**src/rtl/pc_seq_pkg.sv**
```systemverilog
// rtl/pc_seq_pkg.sv - shared state encodings and instruction bit indices for the PC sequencer
package pc_seq_pkg;

    typedef enum logic [2:0] {
        S_IDLE  = 3'd0,
        S_FETCH = 3'd1,
        S_EXEC  = 3'd2,
        S_HALT  = 3'd3,
        S_FAULT = 3'd4
    } state_t;

    localparam int OPC_BIT    = 15;
    localparam int JMP_LT_BIT = 2;
    localparam int JMP_EQ_BIT = 1;
    localparam int JMP_GT_BIT = 0;
    localparam int WAIT_W     = 8;

endpackage

```
**src/rtl/jump_cond.sv**
```systemverilog
// rtl/jump_cond.sv - combinational jump decision from the latched instruction and ALU flags
module jump_cond
    import pc_seq_pkg::*;
(
    input  logic [15:0] ir,
    input  logic        alu_zr,
    input  logic        alu_ng,
    output logic        take
);

    // Only the opcode bit and the three jump bits matter here.
    logic w_unused_bits;
    assign w_unused_bits = ^ir[14:3];

    assign take = ir[OPC_BIT] &
                  ((ir[JMP_LT_BIT] & alu_ng) |
                   (ir[JMP_EQ_BIT] & alu_zr) |
                   (ir[JMP_GT_BIT] & ~alu_ng & ~alu_zr));

endmodule

```
**src/rtl/pc_sequencer.sv**
```systemverilog
// rtl/pc_sequencer.sv - fetch/execute sequencer driving program-counter controls
module pc_sequencer
    import pc_seq_pkg::*;
#(
    parameter int WAIT_LIMIT = 15
) (
    input  logic        clock,
    input  logic        reset,
    input  logic        start,
    input  logic        halt_req,
    input  logic [15:0] instr,
    input  logic        imem_ready,
    input  logic        alu_zr,
    input  logic        alu_ng,
    input  logic [15:0] a_reg,
    output logic        imem_req,
    output logic [15:0] pc_in,
    output logic        pc_load,
    output logic        pc_inc,
    output logic        pc_reset,
    output logic [15:0] ir,
    output logic        ir_valid,
    output logic [2:0]  state
);

    localparam logic [WAIT_W-1:0] W_LIMIT = WAIT_W'(WAIT_LIMIT);

    state_t            r_state;
    state_t            w_next;
    logic [WAIT_W-1:0] r_wait;
    logic [15:0]       r_ir;
    logic              w_take;

    jump_cond u_jump_cond (
        .ir     (r_ir),
        .alu_zr (alu_zr),
        .alu_ng (alu_ng),
        .take   (w_take)
    );

    always_ff @(posedge clock) begin
        if (!reset) begin
            r_state <= S_IDLE;
        end else begin
            r_state <= w_next;
        end
    end

    // Wait counter restarts whenever FETCH is entered from any other state.
    always_ff @(posedge clock) begin
        if (!reset) begin
            r_ir   <= 16'h0000;
            r_wait <= '0;
        end else begin
            if (r_state == S_FETCH && imem_ready) begin
                r_ir <= instr;
            end
            if (w_next == S_FETCH && r_state != S_FETCH) begin
                r_wait <= '0;
            end else if (r_state == S_FETCH && !imem_ready) begin
                r_wait <= r_wait + 1'b1;
            end
        end
    end

    always_comb begin
        w_next = r_state;
        case (r_state)
            S_IDLE:  if (start) w_next = S_FETCH;
            S_FETCH: begin
                if (imem_ready)             w_next = S_EXEC;
                else if (r_wait == W_LIMIT) w_next = S_FAULT;
            end
            S_EXEC:  w_next = halt_req ? S_HALT : S_FETCH;
            S_HALT:  if (start) w_next = S_FETCH;
            S_FAULT: w_next = S_FAULT;
            default: w_next = S_IDLE;
        endcase
    end

    always_comb begin
        imem_req = 1'b0;
        ir_valid = 1'b0;
        pc_load  = 1'b0;
        pc_inc   = 1'b0;
        pc_in    = 16'h0000;
        if (reset) begin
            case (r_state)
                S_FETCH: imem_req = 1'b1;
                S_EXEC: begin
                    ir_valid = 1'b1;
                    pc_in    = a_reg;
                    pc_load  = w_take;
                    pc_inc   = ~w_take;
                end
                default: ;
            endcase
        end
    end

    assign pc_reset = ~reset;
    assign state    = reset ? r_state : S_IDLE;
    assign ir       = reset ? r_ir : 16'h0000;

endmodule
```
**config.mk**
```make
export PLATFORM = sky130hd
export DESIGN_NAME = pc_sequencer
export DESIGN_NICKNAME = d
export VERILOG_FILES = /design/src/rtl/pc_seq_pkg.sv /design/src/rtl/jump_cond.sv /design/src/rtl/pc_sequencer.sv
export SDC_FILE = /design/constraint.sdc
export NUM_CORES = 1
export LEC_CHECK = 0
export CAP_MARGIN = 10
export CORE_MARGIN = 5
export CORE_UTILIZATION = 41
export CTS_CLUSTER_SIZE = 16
export DETAILED_ROUTE_END_ITERATION = 10
export PLACE_DENSITY = 0.85
export REMOVE_ABC_BUFFERS = 1
export SYNTH_ARGS = -nofsm -noshare
export SYNTH_HDL_FRONTEND = slang
export SYNTH_SLANG_ARGS = --single-unit
```
**constraint.sdc**
```tcl
create_clock -name clock -period 2.8 [get_ports clock]
set_input_delay 0.42 -clock clock [delete_from_list [all_inputs] [get_ports clock]]
set_output_delay 0.42 -clock clock [all_outputs]
set_load 0.1 [all_outputs]
```
# Word level (Yosys, flattened, before mapping)
# Index checks and enable logic that the tools add are counted.
[classes] add_sub_neg=1 eq_ne=7 mux=17 bitwise_logic=11 reduce_logical=7
[op_table] op="16-bit 2-to-1 mux" n=3
[op_table] op="3-bit 2-to-1 mux" n=4
[op_table] op="3-bit case mux with 4 select lines" n=1
[op_table] op="8-bit by 1-bit adder with 8-bit output (second input constant)" n=1
[op_table] op="8-bit by 4-bit equality test with 1-bit output (second input constant)" n=1
[op_table] op="1-bit 2-to-1 mux" n=8
[op_table] op="3-bit by 1-bit equality test with 1-bit output (second input constant)" n=2
[op_table] op="3-bit by 2-bit equality test with 1-bit output (second input constant)" n=2
[op_table] op="1-bit bitwise AND" n=5
[op_table] op="1-bit NOT" n=4
[op_table] op="2-bit OR reduction" n=2
[op_table] op="3-bit equality test (second input constant)" n=1
[op_table] op="1-bit logical AND" n=3
[op_table] op="3-bit logical NOT" n=1
[op_table] op="3-bit by 1-bit != test with 1-bit output (second input constant)" n=1
[op_table] op="2-bit 2-to-1 mux" n=1
[op_table] op="1-bit bitwise OR" n=2
[op_table] op="1-bit logical NOT" n=1
[totals] register_bits=27 output_inout_bits=40 wordCells=46

# Longest topological paths before layout
# Gate-level depths: netlist of run 1.
[logic_depth] ltp_word=8 mapped_depth=7

# Cells and area by module
# Synthesis of run 1 repeated with hierarchy kept, for this count alone.
[unflattened] cells_unflattened=180 area_unflattened_um2=1401.3
[by_module_without_submodules] module="pc_sequencer" instances=1 cells_each=177 area_per_inst_um2=1377.6
[by_module_without_submodules] module="jump_cond" instances=1 cells_each=3 area_per_inst_um2=23.8

# Worst setup path after synthesis of run 1
# OpenSTA, ideal clock, no wires.
[synth_timing] path_type="flip-flop to output port" startpoint="register r_state[2]" endpoint="output port pc_inc" arrival_ns=3.078 setup_slack_ns=-0.698 stages_incl_launch_ff=4 path_cell_list="dfxtp_1 > nand2b_1 > nor3_2 > a21boi_0"
[synth_between] elab_chain_cells=3
[synth_lines] item="start: declaration" line_no="pc_sequencer.sv:28" text="state_t r_state;"
[synth_lines] item="start signal: assignment" line_no="pc_sequencer.sv:45" text="r_state <= w_next;"
[synth_lines] item="3-bit by 2-bit equality test with 1-bit output" line_no="pc_sequencer.sv:88" text="case (r_state)"
[synth_lines] item="1-bit 2-to-1 mux" line_no="pc_sequencer.sv:88"
[synth_lines] item="1-bit 2-to-1 mux" line_no="pc_sequencer.sv:87" text="if (reset) begin"
[synth_lines] item="end: declaration" line_no="pc_sequencer.sv:19" text="output logic pc_inc,"
# No other way between the ends.

# Final worst setup path of run 1
[layout_timing] startpoint="register r_state[1]" endpoint="output port pc_inc"
# Same word-level chain as after synthesis.

==> summary.md, run 1 <==
| Metric | Value |
|---|---|
| Placer Congestion | 0.7756 |
| Mean Syn Cell Area | 8.115 µm² |
| Die area | 0.004694 mm² |
| Critical path required time | 2.38 ns |
| Place WS | 0.3970 ns |
| P per Cell Area | 345.1 mW/mm² |
| Final setup TNS | 0 ns |
| Post-synthesis sequential area ratio | between 30% and 40% |
| Hold Violations, Final | 0 |
| CP endpoint kind | primary output |
| Placed cells | 291 |
| Final setup vio count | 0 |
| Outcome | finished clean |
| Crit Path Max Fanout | 19 |
| DRC | 0 |
| Routed Antenna Nets | 0 |
| Setup Skew | 0.001669 ns |
| Fmax | 405.6 MHz |
| Worst Path Class, Setup | register to primary output |
| Starting DRT DRC Count | 25 |
| Die X-Extent | ~69 µm |
| # hold bufs at CTS | 0 |
| Total Routing Usage GR | 18.86% |
| Yosys warning total | 0 |
| Number of max-cap violations | 0 |
| CTS tree | built |
| Synth cell types | 37 |
| Fin area | approximately 0.0026 mm² |
| Placed cell area | 0.002610 mm² |
| Initial antenna violation count | 0 |
| Input/output buffers | 78 |
| HPWL reported at the end of detailed placement | 3546 µm |
| Worst-skew pair later-pin latency | 0.32 ns |
| Fin cells | about 300 |
| Fin util | between 70% and 80% |
| Fraction of layout cells with a size suffix above 1 | 21.29% |
| Vias/cell | 4.834 |
| First-pass GRT wire length | 6596 µm |
| Filler cell count | ~220 |
| Final period util | between 80% and 90% |
| Post-Syn Area | 0.001404 mm² |
| Core Rows | 21 |
| EDFF count, synth | 0 |
| Multi-input gate area | approximately 800 µm² |
| Detailed Routing Iterations Pass 1 | 4 |
| Largest net degree at the start of global routing | 22 |
| Root buffer cell | clkbuf_4 |
| # nets final | 290 |
| Via count | between 1000 and 1500 |
| Fin Hold WS | 0.4589 ns |
| Drt wl/cell | 14.54 µm |
| Worst hold stages | 2 |
| R2r worst-path depth | 4 |
| Post CTS Setup Buffer Count | 0 |
| Slew Viols, Final | 0 |
| Total gr overflow | 0 |
| Setup repair after global routing missed its margin | false |
| Height of the die | 68.52 µm |
| Post-Route WL | 4290 µm |
| Main synth FF type | dfxtp_1 |
| CTS buffer count | 3 |
| Maximum buffer depth of the clock tree | 2 |
| Seq cells post-synth | 27 |
| Worst-Margin Slew | 0.5965 ns |
| Cells after synthesis | 173 |
| I/O pin count | around 80 |
| Initial Util | 42.07% |
| Number of global-route vias before repair | roughly 1400 |
| Register area | 540.5 µm² |
| Final Worst Setup Slack | 0.3347 ns |
| Crit start category | register |
| Worst vdd ir | 337.4 µV |
| Leakage Power | roughly 1 nW |
| CP arrival | 2.05 ns |
| Total power | 0.9098 mW |
| Post-CTS Resized | 0 |
| Asr flop ratio synth | 0% |
| Crit path time final | 2.465 ns |
| Core region area | ~0.0033 mm² |
| Clock-pin slew on the worst setup and hold paths | approximately 0.14 ns |
| Ant diodes | 0 |
| Area Growth Syn to Fin | 87.79% |
| Slew headroom | 60.24% |
| Hold Path Class | register to register |
| H-tree Lvls | 1 |
| TritonCTS sink count | 27 |
## cells in the final DEF, fill, tap and decap left out, drive strengths merged
cell type | netlist | final
nand2b | 3 | 3
nand4 | 2 | 2
nand3 | 1 | 1
mux2i | 1 | 1
nor3 | 2 | 2
ha | 1 | 1
dfxtp | 27 | 27
nor3b | 2 | 2
a311oi | 2 | 2
clkinv | 1 | 1
o21bai | 1 | 1
xor2 | 5 | 5
inv | 1 | 1
nor2b | 1 | 1
clkbuf | 4 | 4
buf | 5 | 43
and2 | 38 | 38
nor4 | 1 | 1
and4 | 1 | 1
a21boi | 1 | 1
nor2 | 11 | 11
nor4b | 1 | 1
nand2 | 36 | 36
xnor2 | 2 | 2
a22oi | 1 | 1
nand4b | 1 | 1
clkdlybuf4s50 | 0 | 38
a21oi | 18 | 18
a221o | 1 | 1
and3 | 2 | 2
## metal layers
layer | global-route usage (%) | wire length, µm
met4 | 8.933 | 122
met5 | 0 | 0
met2 | 33.61 | 2076
met1 | 20.62 | 1576
met3 | 4.862 | 514
## final timing paths
check	endpoint	startpoint	slack (ns)
worst min-delay path	r_ir[10]	r_ir[10]	0.46
worst max register to register	r_ir[12]	r_state[0]	1.04
worst max-delay path	pc_inc	r_state[1]	0.33
worst min register to register	r_ir[10]	r_ir[10]	0.46
## worst max-delay path, cell delays in order, from the launching register on
cell and delay [ns]:
dfxtp_1 0.58, inv_1 0.15, nor3_2 0.18, buf_4 0.22, a21boi_0 0.35, buf_12 0.22
## cells in the mapped netlist, types with 2 or more instances
cell type,instances,area [µm²]
nand4_1,2,12.51
xnor2_1,2,17.52
and2_1,38,237.7
nand2b_1,3,18.77
a21oi_1,17,85.08
xor2_1,5,43.79
buf_2,2,10.01
buf_6,2,22.52
nand2_1,36,135.1
dfxtp_1,27,540.5
clkbuf_1,4,15.01
nor2_1,10,37.54
## state kept, by name (all words and copies together), names as in the netlist
signal / flops
r_state: 3
r_ir: 16
r_wait: 8
## final cells by class
class | count | area share (%)
Timing Repair Buffer | 81 | 45.66
Multi-Input combinational cell | 135 | 30.37
Sequential cell | 27 | 20.50
Tap cell | 46 | 2.183
Clock buffer | 4 | 0.9967
Inverter | 2 | 0.2848
## kinds of logic (layout without fill, tap and decap cells)
group           Yosys count  in the layout  synth area share, %
flops                    27             27                38.50
simple gates            102            102                39.57
mux                       1              1               0.7130
fa+ha+maj                 1              1               0.8911
xor+xnor                  7              7                4.367
compound gates           24             24                11.50
buf+inv                  11             87                4.456
## power by group
part	switching (mW)	total, mW	internal [mW]
clock	0.111	0.167	0.0559
sequential	0.0145	0.414	0.399
combinational	0.191	0.329	0.138
total	0.317	0.910	0.593
No activity file was read; power rests on OpenSTA's default activity.
==> run 2, diff against run 1 <==
- TNS_END_PERCENT: not set -> 20
==> results of run 2 <==
The final DEF is identical to that of run 1; final timing and power are the same.
